==> src/rtl/expected_in_accumulator_pkg.sv <==
// Shared definitions for the back-propagation path.
// zero2one_t is the fixed-point code of a value in [0,1].
package expected_in_accumulator_pkg;

  localparam int ZW = 8;

  typedef logic [ZW-1:0] zero2one_t;

  localparam zero2one_t Z2O_MAX = '1;

endpackage

==> src/rtl/expected_in_accumulator_div.sv <==
// Serial restoring divider by a constant divisor.
// One load cycle, then one quotient bit per cycle, MSB first.
module seq_udiv_const #(
  parameter int SW = 13,
  parameter int M  = 18
) (
  input  logic          clock,
  input  logic          reset_n,
  input  logic          i_start,
  input  logic [SW-1:0] i_dividend,
  output logic          o_busy,
  output logic          o_done,
  output logic [SW-1:0] o_quot
);

  localparam int CW = $clog2(SW + 1);
  localparam logic [SW:0] DIV = (SW + 1)'(M);

  logic [CW-1:0] r_cnt;
  logic [SW-1:0] r_q;
  logic [SW-1:0] r_rem;
  logic [SW:0]   w_trial;
  logic          w_ge;
  logic [SW-1:0] w_rem_nx;

  // Trial subtraction of one restoring step.
  always_comb begin
    w_trial  = {r_rem, r_q[SW-1]};
    w_ge     = (w_trial >= DIV);
    w_rem_nx = w_ge ? SW'(w_trial - DIV)
                    : w_trial[SW-1:0];
  end

  assign o_busy = (r_cnt != '0);
  assign o_done = (r_cnt == CW'(1));
  assign o_quot = {r_q[SW-2:0], w_ge};

  // Dividend shifts out of r_q as quotient bits shift in.
  always_ff @(posedge clock or negedge reset_n) begin
    if (!reset_n) begin
      r_cnt <= '0;
      r_q   <= '0;
      r_rem <= '0;
    end else if (i_start && !o_busy) begin
      r_cnt <= CW'(SW);
      r_q   <= i_dividend;
      r_rem <= '0;
    end else if (o_busy) begin
      r_cnt <= r_cnt - CW'(1);
      r_q   <= o_quot;
      r_rem <= w_rem_nx;
    end
  end

endmodule

==> src/rtl/expected_in_accumulator.sv <==
// Averages M back-propagated expected_in rows column-wise.
// Columns are divided serially by one shared divider.
module expected_in_accumulator
  import expected_in_accumulator_pkg::*;
#(
  parameter int N = 16,
  parameter int M = 18
) (
  input  logic                clock,
  input  logic                reset_n,
  input  logic                row_valid,
  input  zero2one_t [N-1:0]   row,
  output logic                row_ready,
  output logic                avg_valid,
  output zero2one_t [N-1:0]   avg,
  input  logic                avg_ready,
  output logic                busy
);

  localparam int SW  = ZW + $clog2(M);
  localparam int RW  = $clog2(M);
  localparam int CLW = (N > 1) ? $clog2(N) : 1;

  typedef enum logic [1:0] {
    ACCUM,
    DIVIDE,
    HOLD
  } state_t;

  state_t          r_state;
  state_t          w_state_nx;
  logic [RW-1:0]   r_rcnt;
  logic [CLW-1:0]  r_col;
  logic [SW-1:0]   r_sum [N];

  logic            w_xfer;
  logic            w_last_row;
  logic            w_start;
  logic            w_div_busy;
  logic            w_done;
  logic            w_last_col;
  logic            w_hs;
  logic [SW-1:0]   w_quot;

  assign w_xfer     = row_valid && row_ready;
  assign w_last_row = w_xfer && (r_rcnt == RW'(M - 1));
  assign w_start    = (r_state == DIVIDE) && !w_div_busy;
  assign w_last_col = w_done && (r_col == CLW'(N - 1));
  assign w_hs       = avg_valid && avg_ready;

  seq_udiv_const #(
    .SW (SW),
    .M  (M)
  ) u_div (
    .clock      (clock),
    .reset_n    (reset_n),
    .i_start    (w_start),
    .i_dividend (r_sum[r_col]),
    .o_busy     (w_div_busy),
    .o_done     (w_done),
    .o_quot     (w_quot)
  );

  // State register.
  always_ff @(posedge clock or negedge reset_n) begin
    if (!reset_n) begin
      r_state <= ACCUM;
    end else begin
      r_state <= w_state_nx;
    end
  end

  // Next state and handshake outputs.
  always_comb begin
    w_state_nx = r_state;
    row_ready  = 1'b0;
    avg_valid  = 1'b0;
    busy       = 1'b1;
    unique case (r_state)
      ACCUM: begin
        row_ready = 1'b1;
        busy      = (r_rcnt != '0);
        if (w_last_row) w_state_nx = DIVIDE;
      end
      DIVIDE: begin
        if (w_last_col) w_state_nx = HOLD;
      end
      HOLD: begin
        avg_valid = 1'b1;
        if (avg_ready) w_state_nx = ACCUM;
      end
      default: w_state_nx = ACCUM;
    endcase
  end

  // Row accumulation, column walk and result capture.
  always_ff @(posedge clock or negedge reset_n) begin
    if (!reset_n) begin
      r_rcnt <= '0;
      r_col  <= '0;
      avg    <= '0;
      for (int c = 0; c < N; c++) r_sum[c] <= '0;
    end else begin
      if (w_xfer) begin
        for (int c = 0; c < N; c++)
          r_sum[c] <= r_sum[c] + SW'(row[c]);
        r_rcnt <= w_last_row ? '0
                             : r_rcnt + RW'(1);
      end
      if (w_last_row) r_col <= '0;
      if (w_done) begin
        avg[r_col] <= zero2one_t'(w_quot);
        r_col <= w_last_col ? '0
                            : r_col + CLW'(1);
      end
      if (w_hs) begin
        for (int c = 0; c < N; c++) r_sum[c] <= '0;
      end
    end
  end

endmodule

==> config.mk <==
export PLATFORM = sky130hd
export DESIGN_NAME = expected_in_accumulator
export DESIGN_NICKNAME = d
export VERILOG_FILES = /design/src/rtl/expected_in_accumulator_pkg.sv /design/src/rtl/expected_in_accumulator_div.sv /design/src/rtl/expected_in_accumulator.sv
export SDC_FILE = /design/constraint.sdc
export NUM_CORES = 1
export LEC_CHECK = 0
export ABC_AREA = 1
export CORE_MARGIN = 2
export CORE_UTILIZATION = 25
export CTS_CLUSTER_SIZE = 8
export DETAILED_ROUTE_END_ITERATION = 7
export PLACE_DENSITY_LB_ADDON = 0.1
export SLEW_MARGIN = 20
export SYNTH_ARGS = -nofsm -noshare
export SYNTH_HDL_FRONTEND = slang
export SYNTH_SLANG_ARGS = --single-unit
==> constraint.sdc <==
create_clock -name clock -period 4.3 [get_ports clock]
set_input_delay 1.29 -clock clock [delete_from_list [all_inputs] [get_ports clock]]
set_output_delay 1.29 -clock clock [all_outputs]
set_load 0.05 [all_outputs]
=== After elaboration in Yosys (flattened, before gate mapping) ===
Cells that the tools add are included.

* Register bits: 377
* Input bits: 132
* Output and inout bits: 131
* Logic and storage cells: 112

* $add $sub $neg: 20
* Magnitude comparators: 4
* Equality and inequality tests: 8
* Mux-type cells: 26
* Bitwise gates (word level): 1
* Reduce and logical (&&, ||, !) cells: 15

{| class="wikitable"
|+ Operators by type and width
! cell !! number
|-
| 208-bit two-way mux || 2
|-
| 13-bit by 8-bit adder with 13-bit output || 16
|-
| 128-bit bitwise mux || 1
|-
| 13-bit two-way mux || 7
|-
| 13-bit binary-select mux with 4-bit select || 1
|-
| 8-bit demux with 4-bit select || 1
|-
| 4-bit two-way mux || 5
|-
| 14-bit by 5-bit greater-or-equal comparator with 1-bit output (second input constant) || 1
|-
| 13-bit by 5-bit subtractor with 13-bit output (second input constant) || 1
|-
| 8-bit two-way mux || 1
|-
| 1-bit logical AND || 7
|-
| 2-bit two-way mux || 3
|-
| 2-bit != test (second input constant) || 3
|-
| 2-bit case mux with 3 select lines || 1
|-
| 2-bit nonzero test || 3
|-
| 5-bit by 1-bit adder with 5-bit output (second input constant) || 1
|-
| 5-bit equality test (second input constant) || 1
|-
| 5-bit greater-or-equal comparator (second input constant) || 1
|-
| 4-bit by 5-bit < comparator with 1-bit output (second input constant) || 1
|-
| 5-bit two-way mux || 1
|-
| 4-bit NOT with 5-bit output || 1
|-
| 5-bit nonzero test || 1
|-
| 4-bit by 1-bit adder with 4-bit output (second input constant) || 1
|-
| 4-bit by 1-bit equality test with 1-bit output (second input constant) || 1
|-
| 10 further kinds || 12
|}

=== Longest topological paths before layout ===
* Depth after elaboration: 6
* Gate-level depth with buffers: 12
* Mapped depth without buffers: 12

=== By module ===
Synthesis repeated with hierarchy kept, for this count alone.

* Cell total of the unflattened synthesis: 3,387
* Area total of the unflattened synthesis: 24,105.6 um^2

{| class="wikitable"
|+ By module, submodules not included
! module !! times used !! cells an instance !! area each (um^2) !! sequential area each (um^2)
|-
| expected_in_accumulator || 1 || 3,156 || 22,285.1 || 8,683.3
|-
| seq_udiv_const || 1 || 231 || 1,820.5 || 750.7
|}

=== Worst setup path after synthesis ===
OpenSTA, ideal clock, no wires.

* Path type: in2reg
* From: input row[56] in the netlist's numbering
* To: register r_sum[112] in the netlist's numbering
* Setup time: 0.119 ns
* Data arrival time: 2.485 ns
* Required time: 4.181 ns
* Setup slack: 1.696 ns
* Stages on the path: 8
* Buffers on the path: 0
* Path through: ha_1 -> fa_1 -> nand2_1 -> nand2_1 -> nand2_1 -> o21ai_0 -> a21oi_1 -> nor2_1

* Longest elaborated chain between the ends: 3

{| class="wikitable"
|+ Ends and longest elaborated chain
! element !! line !! source
|-
| from (decl) || expected_in_accumulator.sv:12 || <nowiki>input zero2one_t [N-1:0] row,</nowiki>
|-
| 13-bit by 8-bit adder with 13-bit output || expected_in_accumulator.sv:106 || <nowiki>r_sum[c] <= r_sum[c] + SW'(row[c]);</nowiki>
|-
| 208-bit two-way mux || expected_in_accumulator.sv:104 || <nowiki>if (w_xfer) begin</nowiki>
|-
| 208-bit two-way mux || expected_in_accumulator.sv:116 || <nowiki>if (w_hs) begin</nowiki>
|-
| to (signal, indexed assignment) || expected_in_accumulator.sv:106 ||
|-
| to (decl) || expected_in_accumulator.sv:34 || <nowiki>logic [SW-1:0] r_sum [N];</nowiki>
|}

No other way between the ends. The select of a mux whose other input is x is not followed.
A chain may end at the register's enable or synchronous reset.

=== Final worst setup path ===
* From: register r_state[1]
* To: output row_ready

* Longest elaborated chain between the ends: 2

{| class="wikitable"
|+ Ends and longest elaborated chain
! element !! line !! source
|-
| from (decl) || expected_in_accumulator.sv:30 || <nowiki>state_t r_state;</nowiki>
|-
| from (signal assigned) || expected_in_accumulator.sv:69 || <nowiki>r_state <= w_state_nx;</nowiki>
|-
| 2-bit logical NOT || expected_in_accumulator.sv:79 || <nowiki>unique case (r_state)</nowiki>
|-
| 1-bit two-way mux || expected_in_accumulator.sv:79 ||
|-
| to (decl) || expected_in_accumulator.sv:13 || <nowiki>output logic row_ready,</nowiki>
|}

No other way between the ends.

==> out/summary.txt <==
Hold violation count in the final report: 0
Crit path kind: reg2out
First-pass GRT wire length: 136000 um
Yosys reg bits: 377
CP delay by family, top: buffers and inverters
Max-slew violations: 0
Cell Chain, Critical Path: nor2_4 -> clkdlybuf4s50_1
Post-Place Setup Slack: 0.878 ns
GRT Total Usage: 17.5%
Drt wl/cell: 17.5 um
CP Data Arrival Time: 2.47 ns
Worst hold slack: 0.481 ns
Starting Density: 25.3%
Commonest non-fill, non-tap cell in the layout: nand2_1
Die Y: 317 um
Reg clk slew, reported paths: 0.05 ns
Setup crit start kind: register
Antenna Diode Count: 0
Post-synth net total: 3808
Syn Std Cell Area: 24500 um^2
CP startpoint: r_state[1]
Sequential area share after synthesis: 38.6%
Synth cell types: 45
Crit path largest cell delay: 0.91 ns
Top post-synthesis cells by area: dfrtp_1, nand2_1, ha_1
Peak Freq: 266 MHz
Synth top area share: 38.6%
Ys Warns: 0
CP required: 3.01 ns
Metal2 WL: 42900 um
Vias in the first global route: 22300
Syn Area/Cell: 6.95 um^2
Hold Path Origin: avg[20]
Final worst slack: 0.540 ns
Total Wirelength: 88500 um
ANT nets after route: 0
Final setup vio count: 0
Gate count after technology mapping: 3521
Predominant post-synthesis flop cell: dfrtp_1
Clock skew: 0.0361 ns
# IOs: 263
Critical Path Fanout Max: 9
Fin util: 31.1%
Max Used Layer: met4
Async set-or-reset flop fraction in the synthesized netlist: 100%
Final GP Congestion: 0.805
Final Total Pwr: 24.0 mW
Initial antenna violation count: 1
Layout Nets: 4039
Slew HR: 35.1%
Cts hold-fix bufs: 0
Ratio of cells with drive above 1 in the final layout: 3.92%
EDFF count, synth: 0
Metal3 WL: 2520 um
WP buf/inv: 1
TritonCTS Buffers: 56
Die Area: 100000 um^2
Number of port buffers: 262
Most frequent cells in the layout: nand2_1, inv_1, dfrtp_1
First-pass DRT Iterations: 5
Power density cells: 797 nW/um^2
Vias/cell: 4.49
Largest net degree at the start of global routing: 102
Setup TNS: 0 ns
Post-detail-place hpwl: 64100 um
DRC marker count from the first detailed-route iteration: 1166
Post-route cell area: 30100 um^2
M1 wire length: 41400 um
Post-placement cell count: 4970
CTS Sinks: 377
Clk_lat worst skew: 0.63 ns
Largest area contributor in the netlist: dfrtp_1
Vias: 22700
CTS tree: yes
Setup repair bufs after CTS: 0
Critical path's slowest cell: clkdlybuf4s50_1
Min-delay worst type: reg2reg
Pleak: 15.4 nW
CTS H-tree depth: 2
Gr ovfl total: 0
X dimension of the die: 317 um
RSZ-0062 raised after global routing: false
Critical path capture point type: output port
DRC Markers: 0
Clock root buffer: clkbuf_16
Final period util: 87.4%
# resized after CTS: 0
Outcome: finished clean
Worst-Margin Slew: 0.972 ns
Layout area overhead: 23.1%
Worst VDD drop: 0.325 mV
Period minus WS final: 3.76 ns
Placed inst area: 28500 um^2
Core region area: 96900 um^2
Max cap viols: 0
Reg2reg start: r_col[1]
CTS Buffer Depth: 3
Row cnt: 114
Final Non-Filler Cells: 5049
==> worst paths after layout <==
| path | end | slack, ns | cells past startpoint |
|---|---|---|---|
| max | row_ready | 0.54 | 2 |
| min | avg[20] | 0.48 | 2 |
| max reg2reg | u_div.r_q[6] | 1.90 | 8 |
| min reg2reg | avg[20] | 0.48 | 2 |
| max in group asynchronous | avg[98] | 2.80 | 2 |
| min in group asynchronous | r_sum[113] | 0.61 | 1 |
==> report_power, final <==
group	switching, mW	internal, mW
clock network	1.77	2.49
registers	1.30	5.14
logic	8.99	4.32
total	12.1	12.0
==> sequential cells by signal (all words and copies together) (netlist names) <==
register / flops
r_sum: 208
avg: 128
u_div.r_q: 13
u_div.r_rem: 13
r_rcnt: 5
r_col: 4
u_div.r_cnt: 4
r_state: 2
==> logic make-up after synthesis <==
kind of cell / count (synthesis) / synth area share [%]
AND/OR/NAND/NOR: 1899 / 31.6
buffers and inverters: 536 / 8.75
AO/OA/AOI/OAI: 526 / 11.7
flip-flops: 377 / 38.6
adder cells (fa/ha/maj): 155 / 8.42
XOR/XNOR: 28 / 1.00
==> cell usage after synthesis, types with 6 or more instances <==
library cell	number
dfrtp_1	377
inv_2	7
nand3_1	270
inv_1	407
clkbuf_1	45
or2_2	14
a32o_1	6
xnor2_1	15
fa_1	16
o211ai_1	19
nand4_1	29
o21ai_1	63
buf_2	62
nand2_2	8
nor3_1	10
a22oi_1	13
a31oi_1	9
nand3b_1	6
o21ai_0	222
ha_1	139
o22ai_1	42
buf_4	9
xor2_1	13
nand2_1	1208
a21oi_1	133
nor2_1	337
==> tightest hold or removal path, stage by stage, from the launching register on <==
cell     delay [ns]
dfrtp_1        0.34
nand2_1        0.05
o21ai_0        0.06
==> area by class of cell <==
cell class | instances | area (um^2)
fill | 10600 | 66700
multi-input combinational | 2608 | 12900
sequential | 377 | 9440
timing repair buffer | 294 | 2990
tap | 1276 | 1600
inverter | 415 | 1570
clock buffer | 73 | 1520
clock inverter | 6 | 106
==> metal layers <==
| layer | vias to the layer above | track usage, % |
|---|---|---|
| met2 | 319 | 30.4 |
| li1 | 11800 | - |
| met3 | 79 | 2.03 |
| met4 | 0 | 3.74 |
| met5 | - | 0 |
| met1 | 10500 | 23.4 |
No activity file was read; power rests on OpenSTA's default activity.
